**config.mk**
```make
export PLATFORM = sky130hd
export DESIGN_NAME = dmem_arbiter
export DESIGN_NICKNAME = d
export VERILOG_FILES = /design/src/rtl/dmem_arb_pkg.sv /design/src/rtl/sat_counter.sv /design/src/rtl/dmem_arbiter.sv
export SDC_FILE = /design/constraint.sdc
export NUM_CORES = 1
export LEC_CHECK = 0
export BUFFER_PORTS_ARGS = -buffer_cell sky130_fd_sc_hd__buf_2
export CORE_MARGIN = 1.5
export CORE_UTILIZATION = 42
export CTS_CLUSTER_SIZE = 24
export DETAILED_ROUTE_END_ITERATION = 8
export GPL_ROUTABILITY_DRIVEN = 0
export MAX_ROUTING_LAYER = met4
export PLACE_DENSITY = 0.76
export SLEW_MARGIN = 20
export SYNTH_ARGS = -nofsm -noshare
export SYNTH_HDL_FRONTEND = slang
export SYNTH_SLANG_ARGS = --single-unit
```
**constraint.sdc**
```tcl
create_clock -name clock -period 1.8 [get_ports clock]
set_input_delay 0.54 -clock clock [delete_from_list [all_inputs] [get_ports clock]]
set_output_delay 0.54 -clock clock [all_outputs]
set_load 0.03 [all_outputs]
```
**src/rtl/dmem_arb_pkg.sv**
```systemverilog
// dmem_arb_pkg: shared types and defaults for the data-memory arbiter.
//   arb_state_e        - arbiter FSM state (IDLE=0, CPU_ACC=1, HOST_ACC=2)
//   MEM_LAT_DEFAULT    - default memory access latency in cycles
//   STARVE_MAX_DEFAULT - default host denials before a forced host grant
package dmem_arb_pkg;

  typedef enum logic [1:0] {
    IDLE     = 2'd0,
    CPU_ACC  = 2'd1,
    HOST_ACC = 2'd2
  } arb_state_e;

  localparam int unsigned MEM_LAT_DEFAULT    = 2;
  localparam int unsigned STARVE_MAX_DEFAULT = 4;

endpackage

```
**src/rtl/sat_counter.sv**
```systemverilog
// sat_counter: 16-bit saturating event counter.
//   clock   - system clock, posedge
//   clear_i - synchronous clear (wins over enable)
//   en_i    - count enable, one increment per cycle
//   count_o - current count, sticks at 16'hFFFF
module sat_counter (
  input  logic        clock,
  input  logic        clear_i,
  input  logic        en_i,
  output logic [15:0] count_o
);

  logic [15:0] count_q, count_d;

  always_comb begin
    count_d = count_q;
    if (en_i && (count_q != '1)) count_d = count_q + 16'd1;
  end

  always_ff @(posedge clock) begin
    if (clear_i) count_q <= '0;
    else         count_q <= count_d;
  end

  assign count_o = count_q;

endmodule

```
**src/rtl/dmem_arbiter.sv**
```systemverilog
// dmem_arbiter: shares one data memory between the MEM-stage CPU port and a
// host/loader port. Each access takes MEM_LAT strobe cycles, preceded by one
// IDLE arbitration cycle. CPU has fixed priority; after STARVE_MAX CPU grants
// that denied a waiting host, the host is forced to win the next arbitration.
//
// Ports:
//   clock, reset                         - posedge clock, sync active-high reset
//   cpu_read/cpu_write/cpu_addr/cpu_wdata - MEM-stage request (level)
//   cpu_rdata                            - load data (pass-through in last cycle)
//   cpu_stall                            - freezes the pipeline while pending
//   host_req/host_we/host_addr/host_wdata - host request (level until host_done)
//   host_rdata                           - registered host read data
//   host_done                            - one-cycle completion pulse
//   mem_addr/mem_wdata/mem_we/mem_re     - memory side, stable over an access
//   mem_rdata                            - memory data, valid in last strobe cycle
//
// Build option DMEM_ARB_PERF_EN adds cpu_stall_cycles / host_wait_cycles
// saturating 16-bit performance counters.
module dmem_arbiter
  import dmem_arb_pkg::*;
#(
  parameter int unsigned MEM_LAT    = MEM_LAT_DEFAULT,
  parameter int unsigned STARVE_MAX = STARVE_MAX_DEFAULT,
  parameter int unsigned AW         = 16,
  parameter int unsigned DW         = 16
) (
  input  logic          clock,
  input  logic          reset,
  input  logic          cpu_read,
  input  logic          cpu_write,
  input  logic [AW-1:0] cpu_addr,
  input  logic [DW-1:0] cpu_wdata,
  output logic [DW-1:0] cpu_rdata,
  output logic          cpu_stall,
  input  logic          host_req,
  input  logic          host_we,
  input  logic [AW-1:0] host_addr,
  input  logic [DW-1:0] host_wdata,
  output logic [DW-1:0] host_rdata,
  output logic          host_done,
  output logic [AW-1:0] mem_addr,
  output logic [DW-1:0] mem_wdata,
  output logic          mem_we,
  output logic          mem_re,
  input  logic [DW-1:0] mem_rdata
`ifdef DMEM_ARB_PERF_EN
  ,
  output logic [15:0]   cpu_stall_cycles,
  output logic [15:0]   host_wait_cycles
`endif
);

  localparam int unsigned LW = $clog2(MEM_LAT + 1);
  localparam int unsigned SW = $clog2(STARVE_MAX + 1);

  arb_state_e    state_q, state_d;
  logic [LW-1:0] lat_cnt_q, lat_cnt_d;
  logic [SW-1:0] starve_cnt_q, starve_cnt_d;
  logic [AW-1:0] addr_q, addr_d;
  logic [DW-1:0] wdata_q, wdata_d;
  logic          we_q, we_d;
  logic [DW-1:0] cpu_rdata_q, cpu_rdata_d;
  logic [DW-1:0] host_rdata_q, host_rdata_d;

  logic cpu_req, host_force, cpu_grant, host_grant;
  logic cpu_last, host_last, busy;

  assign cpu_req    = cpu_read | cpu_write;
  assign host_force = host_req & (starve_cnt_q == SW'(STARVE_MAX));
  assign cpu_grant  = (state_q == IDLE) & cpu_req & ~host_force;
  assign host_grant = (state_q == IDLE) & host_req & ~cpu_grant;
  assign cpu_last   = (state_q == CPU_ACC)  & (lat_cnt_q == '0);
  assign host_last  = (state_q == HOST_ACC) & (lat_cnt_q == '0);
  assign busy       = (state_q != IDLE);

  always_comb begin
    state_d      = state_q;
    lat_cnt_d    = lat_cnt_q;
    starve_cnt_d = starve_cnt_q;
    addr_d       = addr_q;
    wdata_d      = wdata_q;
    we_d         = we_q;
    cpu_rdata_d  = cpu_rdata_q;
    host_rdata_d = host_rdata_q;

    unique case (state_q)
      IDLE: begin
        if (cpu_grant) begin
          state_d   = CPU_ACC;
          lat_cnt_d = LW'(MEM_LAT - 1);
          addr_d    = cpu_addr;
          wdata_d   = cpu_wdata;
          // A simultaneous read is dropped: the store is what gets performed.
          we_d      = cpu_write;
          if (host_req && (starve_cnt_q != SW'(STARVE_MAX)))
            starve_cnt_d = starve_cnt_q + SW'(1);
        end else if (host_grant) begin
          state_d      = HOST_ACC;
          lat_cnt_d    = LW'(MEM_LAT - 1);
          addr_d       = host_addr;
          wdata_d      = host_wdata;
          we_d         = host_we;
          starve_cnt_d = '0;
        end
      end
      CPU_ACC, HOST_ACC: begin
        if (lat_cnt_q == '0) state_d = IDLE;
        else                 lat_cnt_d = lat_cnt_q - LW'(1);
      end
      default: state_d = IDLE;
    endcase

    if (cpu_last)              cpu_rdata_d  = mem_rdata;
    if (host_last && !we_q)    host_rdata_d = mem_rdata;
  end

  always_ff @(posedge clock) begin
    if (reset) begin
      state_q      <= IDLE;
      lat_cnt_q    <= '0;
      starve_cnt_q <= '0;
      addr_q       <= '0;
      wdata_q      <= '0;
      we_q         <= 1'b0;
      cpu_rdata_q  <= '0;
      host_rdata_q <= '0;
    end else begin
      state_q      <= state_d;
      lat_cnt_q    <= lat_cnt_d;
      starve_cnt_q <= starve_cnt_d;
      addr_q       <= addr_d;
      wdata_q      <= wdata_d;
      we_q         <= we_d;
      cpu_rdata_q  <= cpu_rdata_d;
      host_rdata_q <= host_rdata_d;
    end
  end

  assign mem_re     = busy & ~we_q;
  assign mem_we     = busy & we_q;
  assign mem_addr   = addr_q;
  assign mem_wdata  = wdata_q;
  // Last CPU cycle forwards memory data so the pipeline can advance at once.
  assign cpu_rdata  = cpu_last ? mem_rdata : cpu_rdata_q;
  assign cpu_stall  = cpu_req & ~cpu_last;
  assign host_done  = host_last;
  assign host_rdata = host_rdata_q;

`ifdef DMEM_ARB_PERF_EN
  sat_counter u_stall_cnt (
    .clock   (clock),
    .clear_i (reset),
    .en_i    (cpu_stall),
    .count_o (cpu_stall_cycles)
  );

  sat_counter u_host_wait_cnt (
    .clock   (clock),
    .clear_i (reset),
    .en_i    ((state_q == IDLE) & host_req & ~host_grant),
    .count_o (host_wait_cycles)
  );
`endif

endmodule
```
==> out/qor_table.md <==
| Result | This run | Unit |
| --- | --- | --- |
| Number of nets with antenna violations after routing | 0 | - |
| Flops & latches, synth | 72 | - |
| Clock tree from TritonCTS | built | - |
| Avg Cell Area, Syn | 10.0 | um2 |
| Average routed wire per standard cell | 14.5 | um |
| Peak ir drop on the vdd network | 0.487 | mV |
| Depth of the worst register-to-register path | 8 | - |
| Reported leakage power | 2.30 | nW |
| Std-Cell Core Area | 7650 | um2 |
| Share of the yosys chip area belonging to registers | 0.437 | - |
| DR DRC count | 0 | - |
| Most common cell after layout, fill and taps aside | sky130_fd_sc_hd__buf_2 | - |
| Depth of the worst hold-timing path | 3 | - |
| Die area | 8400 | um2 |
| H-Tree Level Count | 3 | - |
| Total Wirelength | 8.75 | mm |
| Maximum count of clock buffers along a single path | 2 | - |
| Die extent in x | 91.7 | um |
| Setup tns final | -5.44 | ns |
| Unique masters post-synth | 35 | - |
| HPWL reported at the end of detailed placement | 6.24 | mm |
| Synthesized area | 3300 | um2 |
| Fraction of layout instances using a drive strength above 1 | 0.529 | - |
| RSZ-0062 raised after global routing | yes | - |
| Gate Count Post-Synth | 330 | - |
| CTS Root Buffer Type | sky130_fd_sc_hd__clkbuf_8 | - |
| P per Cell Area | 1000 | nW/um2 |
| Worst-skew pair later-pin latency | 0.34 | ns |
| Required time of the worst setup path | 1.26 | ns |
| Global routing usage summed across all routing layers | 0.217 | - |
| Final core utilization | 0.626 | - |
| # nets final | 588 | - |
| Critical Path Sink Type | output pin | - |
| Number of sinks handled by clock tree synthesis | 72 | - |
| Worst-case headroom to the max-slew limit | 0.799 | - |
| Clk pin slew, worst setup/hold paths | 0.08 | ns |
| Maximum operating frequency | 454 | MHz |
| Failing checks | setup timing | - |
| Final Critical Period | 2.20 | ns |
| Count of hold buffers inserted by post-cts repair | 0 | - |
| Worst-Margin Slew | 0.299 | ns |
| Growth of design area from synthesis to finish | 45.1 | % |
| Synth Flop Type | sky130_fd_sc_hd__dfxtp_1 | - |
| Number of setup violations in the final report | 19 | - |
| Number of buffers added by the clock tree synthesis step | 9 | - |
| Synthesis warning total | 0 | - |
| Number of flops mapped to enable cells by yosys | 0 | - |
| Via Count | 3060 | - |
| Post-placement setup slack | -0.0789 | ns |
| Largest net degree at the start of global routing | 33 | - |
| First-pass GRT wire length | 14.2 | mm |
| Data arrival, critical path | 1.66 | ns |
| Total inserted antenna cells | 0 | - |
| Share of synthesized flip-flops with an asynchronous set or reset | 0 | - |
| Tightest hold margin | 0.442 | ns |
| Initial Utilization | 0.432 | - |
| Number of buffers inserted by port buffering | 153 | - |
| Final number of hold-violating endpoints | 0 | - |
| Type of the setup path with the least slack | reg -> out | - |
| Sum of overflow across all layers after global routing | 0 | - |
| Count of pins over their slew limit | 0 | - |
| Vias per cell | 5.07 | - |
| Detailed Route Iter0 Violations | 78 | - |
| PnR Total Power | 4.81 | mW |
| Commonest cells after routing, fill and taps aside | 133 x sky130_fd_sc_hd__buf_2, 68 x sky130_fd_sc_hd__dfxtp_1, 36 x sky130_fd_sc_hd__nand2_1, 34 x sky130_fd_sc_hd__o31ai_1, 33 x sky130_fd_sc_hd__mux2i_1 | - |
| Die height | 91.7 | um |
| Worst clock skew | 0.0129 | ns |
| Critical path startpoint category | flop | - |
| Total I/O pin count | 154 | - |
| Vias in the first global route | 3064 | - |
| Post-route clock period utilization | 1.22 | - |
| Number of detailed-route iterations in the first pass | 4 | - |
| Crit Path Max Fanout | 5 | - |
| Synth Net Count | 422 | - |
| PnR worst setup slack | -0.401 | ns |
| Hold Path Class | in -> reg | - |
| Initial antenna violation count | 0 | - |
| Reported max-cap violation count | 0 | - |
| Number of rows created at floorplan | 32 | - |
| Run status | finished with violations | - |
-- registers in the layout, summed over array words and instances, names as in the netlist --
name and count:
mem_wdata 16, we_q 1, state_q 2, mem_addr 16, lat_cnt_q 2, starve_cnt_q 3
cpu_rdata_q 16, host_rdata 16
-- cells by family (layout without fill, tap and decap cells) --
family / count (synthesis) / after routing / share of synthesized area
AND/OR/NAND/NOR: 72 / 72 / 0.114
adder cells (fa/ha/maj): 6 / 6 / 0.0227
AO/OA/AOI/OAI: 97 / 97 / 0.217
multiplexers: 49 / 49 / 0.155
flip-flops: 72 / 72 / 0.437
buffers and inverters: 34 / 205 / 0.0546
-- report_power, final --
group | internal [mW] | leakage, nW | switching (mW)
sequential | 1.75 | 0.593 | 0.0777
combinational | 0.748 | 1.61 | 0.932
clock | 0.682 | 0.0989 | 0.622
-- final cells by class --
| cell class | instances | area (um2) |
|---|---|---|
| clock buffers | 10 | 138 |
| clock inverters | 6 | 67.6 |
| fillers | 650 | 2860 |
| inverters | 7 | 28.8 |
| multi-input cells | 224 | 1810 |
| flip-flops and latches | 72 | 1450 |
| well taps | 102 | 128 |
| repair buffers | 182 | 1170 |
-- per-layer routing --
| layer | GRT usage | up-vias | part of all wire |
|---|---|---|---|
| met1 | 0.250 | 1407 | 0.44 |
| met5 | - | - | 0 |
| li1 | - | 1506 | - |
| met4 | 0.0768 | 0 | 0.0094 |
| met2 | 0.371 | 137 | 0.49 |
| met3 | 0.0473 | 10 | 0.067 |
-- synthesized netlist by cell type, drive strengths merged (2+ instances only) --
master / number / area [um2]
mux2: 16 / 180
o31ai: 35 / 268
dfxtp: 72 / 1440
ha: 6 / 75.1
and2: 18 / 113
or3: 2 / 12.5
nor2: 3 / 11.3
inv: 6 / 22.5
a21oi: 53 / 374
o21ai: 3 / 15.0
mux2i: 33 / 330
nor2b: 2 / 12.5
or4b: 2 / 20.0
nand2: 38 / 148
nand3b: 2 / 15.0
buf: 12 / 97.6
clkbuf: 15 / 56.3
-- final timing paths --
path,from,to,slack [ns]
worst max-delay path,state_q[1],cpu_rdata[9],-0.40
worst min-delay path,mem_rdata[8],host_rdata[8],0.44
worst max register to register,state_q[0],mem_wdata[1],0.11
worst min register to register,host_rdata[3],host_rdata[3],0.45
-- worst max-delay path, stage by stage, from the launching register on --
cell                      delay, ns
sky130_fd_sc_hd__dfxtp_2       0.34
sky130_fd_sc_hd__inv_2         0.05
sky130_fd_sc_hd__ha_4          0.16
sky130_fd_sc_hd__nand2_4       0.08
sky130_fd_sc_hd__buf_6         0.11
sky130_fd_sc_hd__buf_6         0.12
sky130_fd_sc_hd__mux2_4        0.31
sky130_fd_sc_hd__buf_6         0.14
-- stage by stage --
| stage | instances | area [um2] |
|---|---|---|
| after floorplan | 330 | 3350 |
| after global placement | 581 | 4310 |
| after detailed placement | 581 | 4310 |
| after CTS | 602 | 4800 |
| after global routing | 603 | 4790 |
| final | 603 | 4790 |
-- what timing repair did --
| item | CTS | global route |
|---|---|---|
| gates cloned | 1 | 0 |
| setup buffers | 5 | 3 |
| pin swaps | 2 | 2 |
| gates resized for setup | 68 | 4 |
| setup endpoints to repair | 34 | 24 |
No activity file was read; power rests on OpenSTA's default activity.
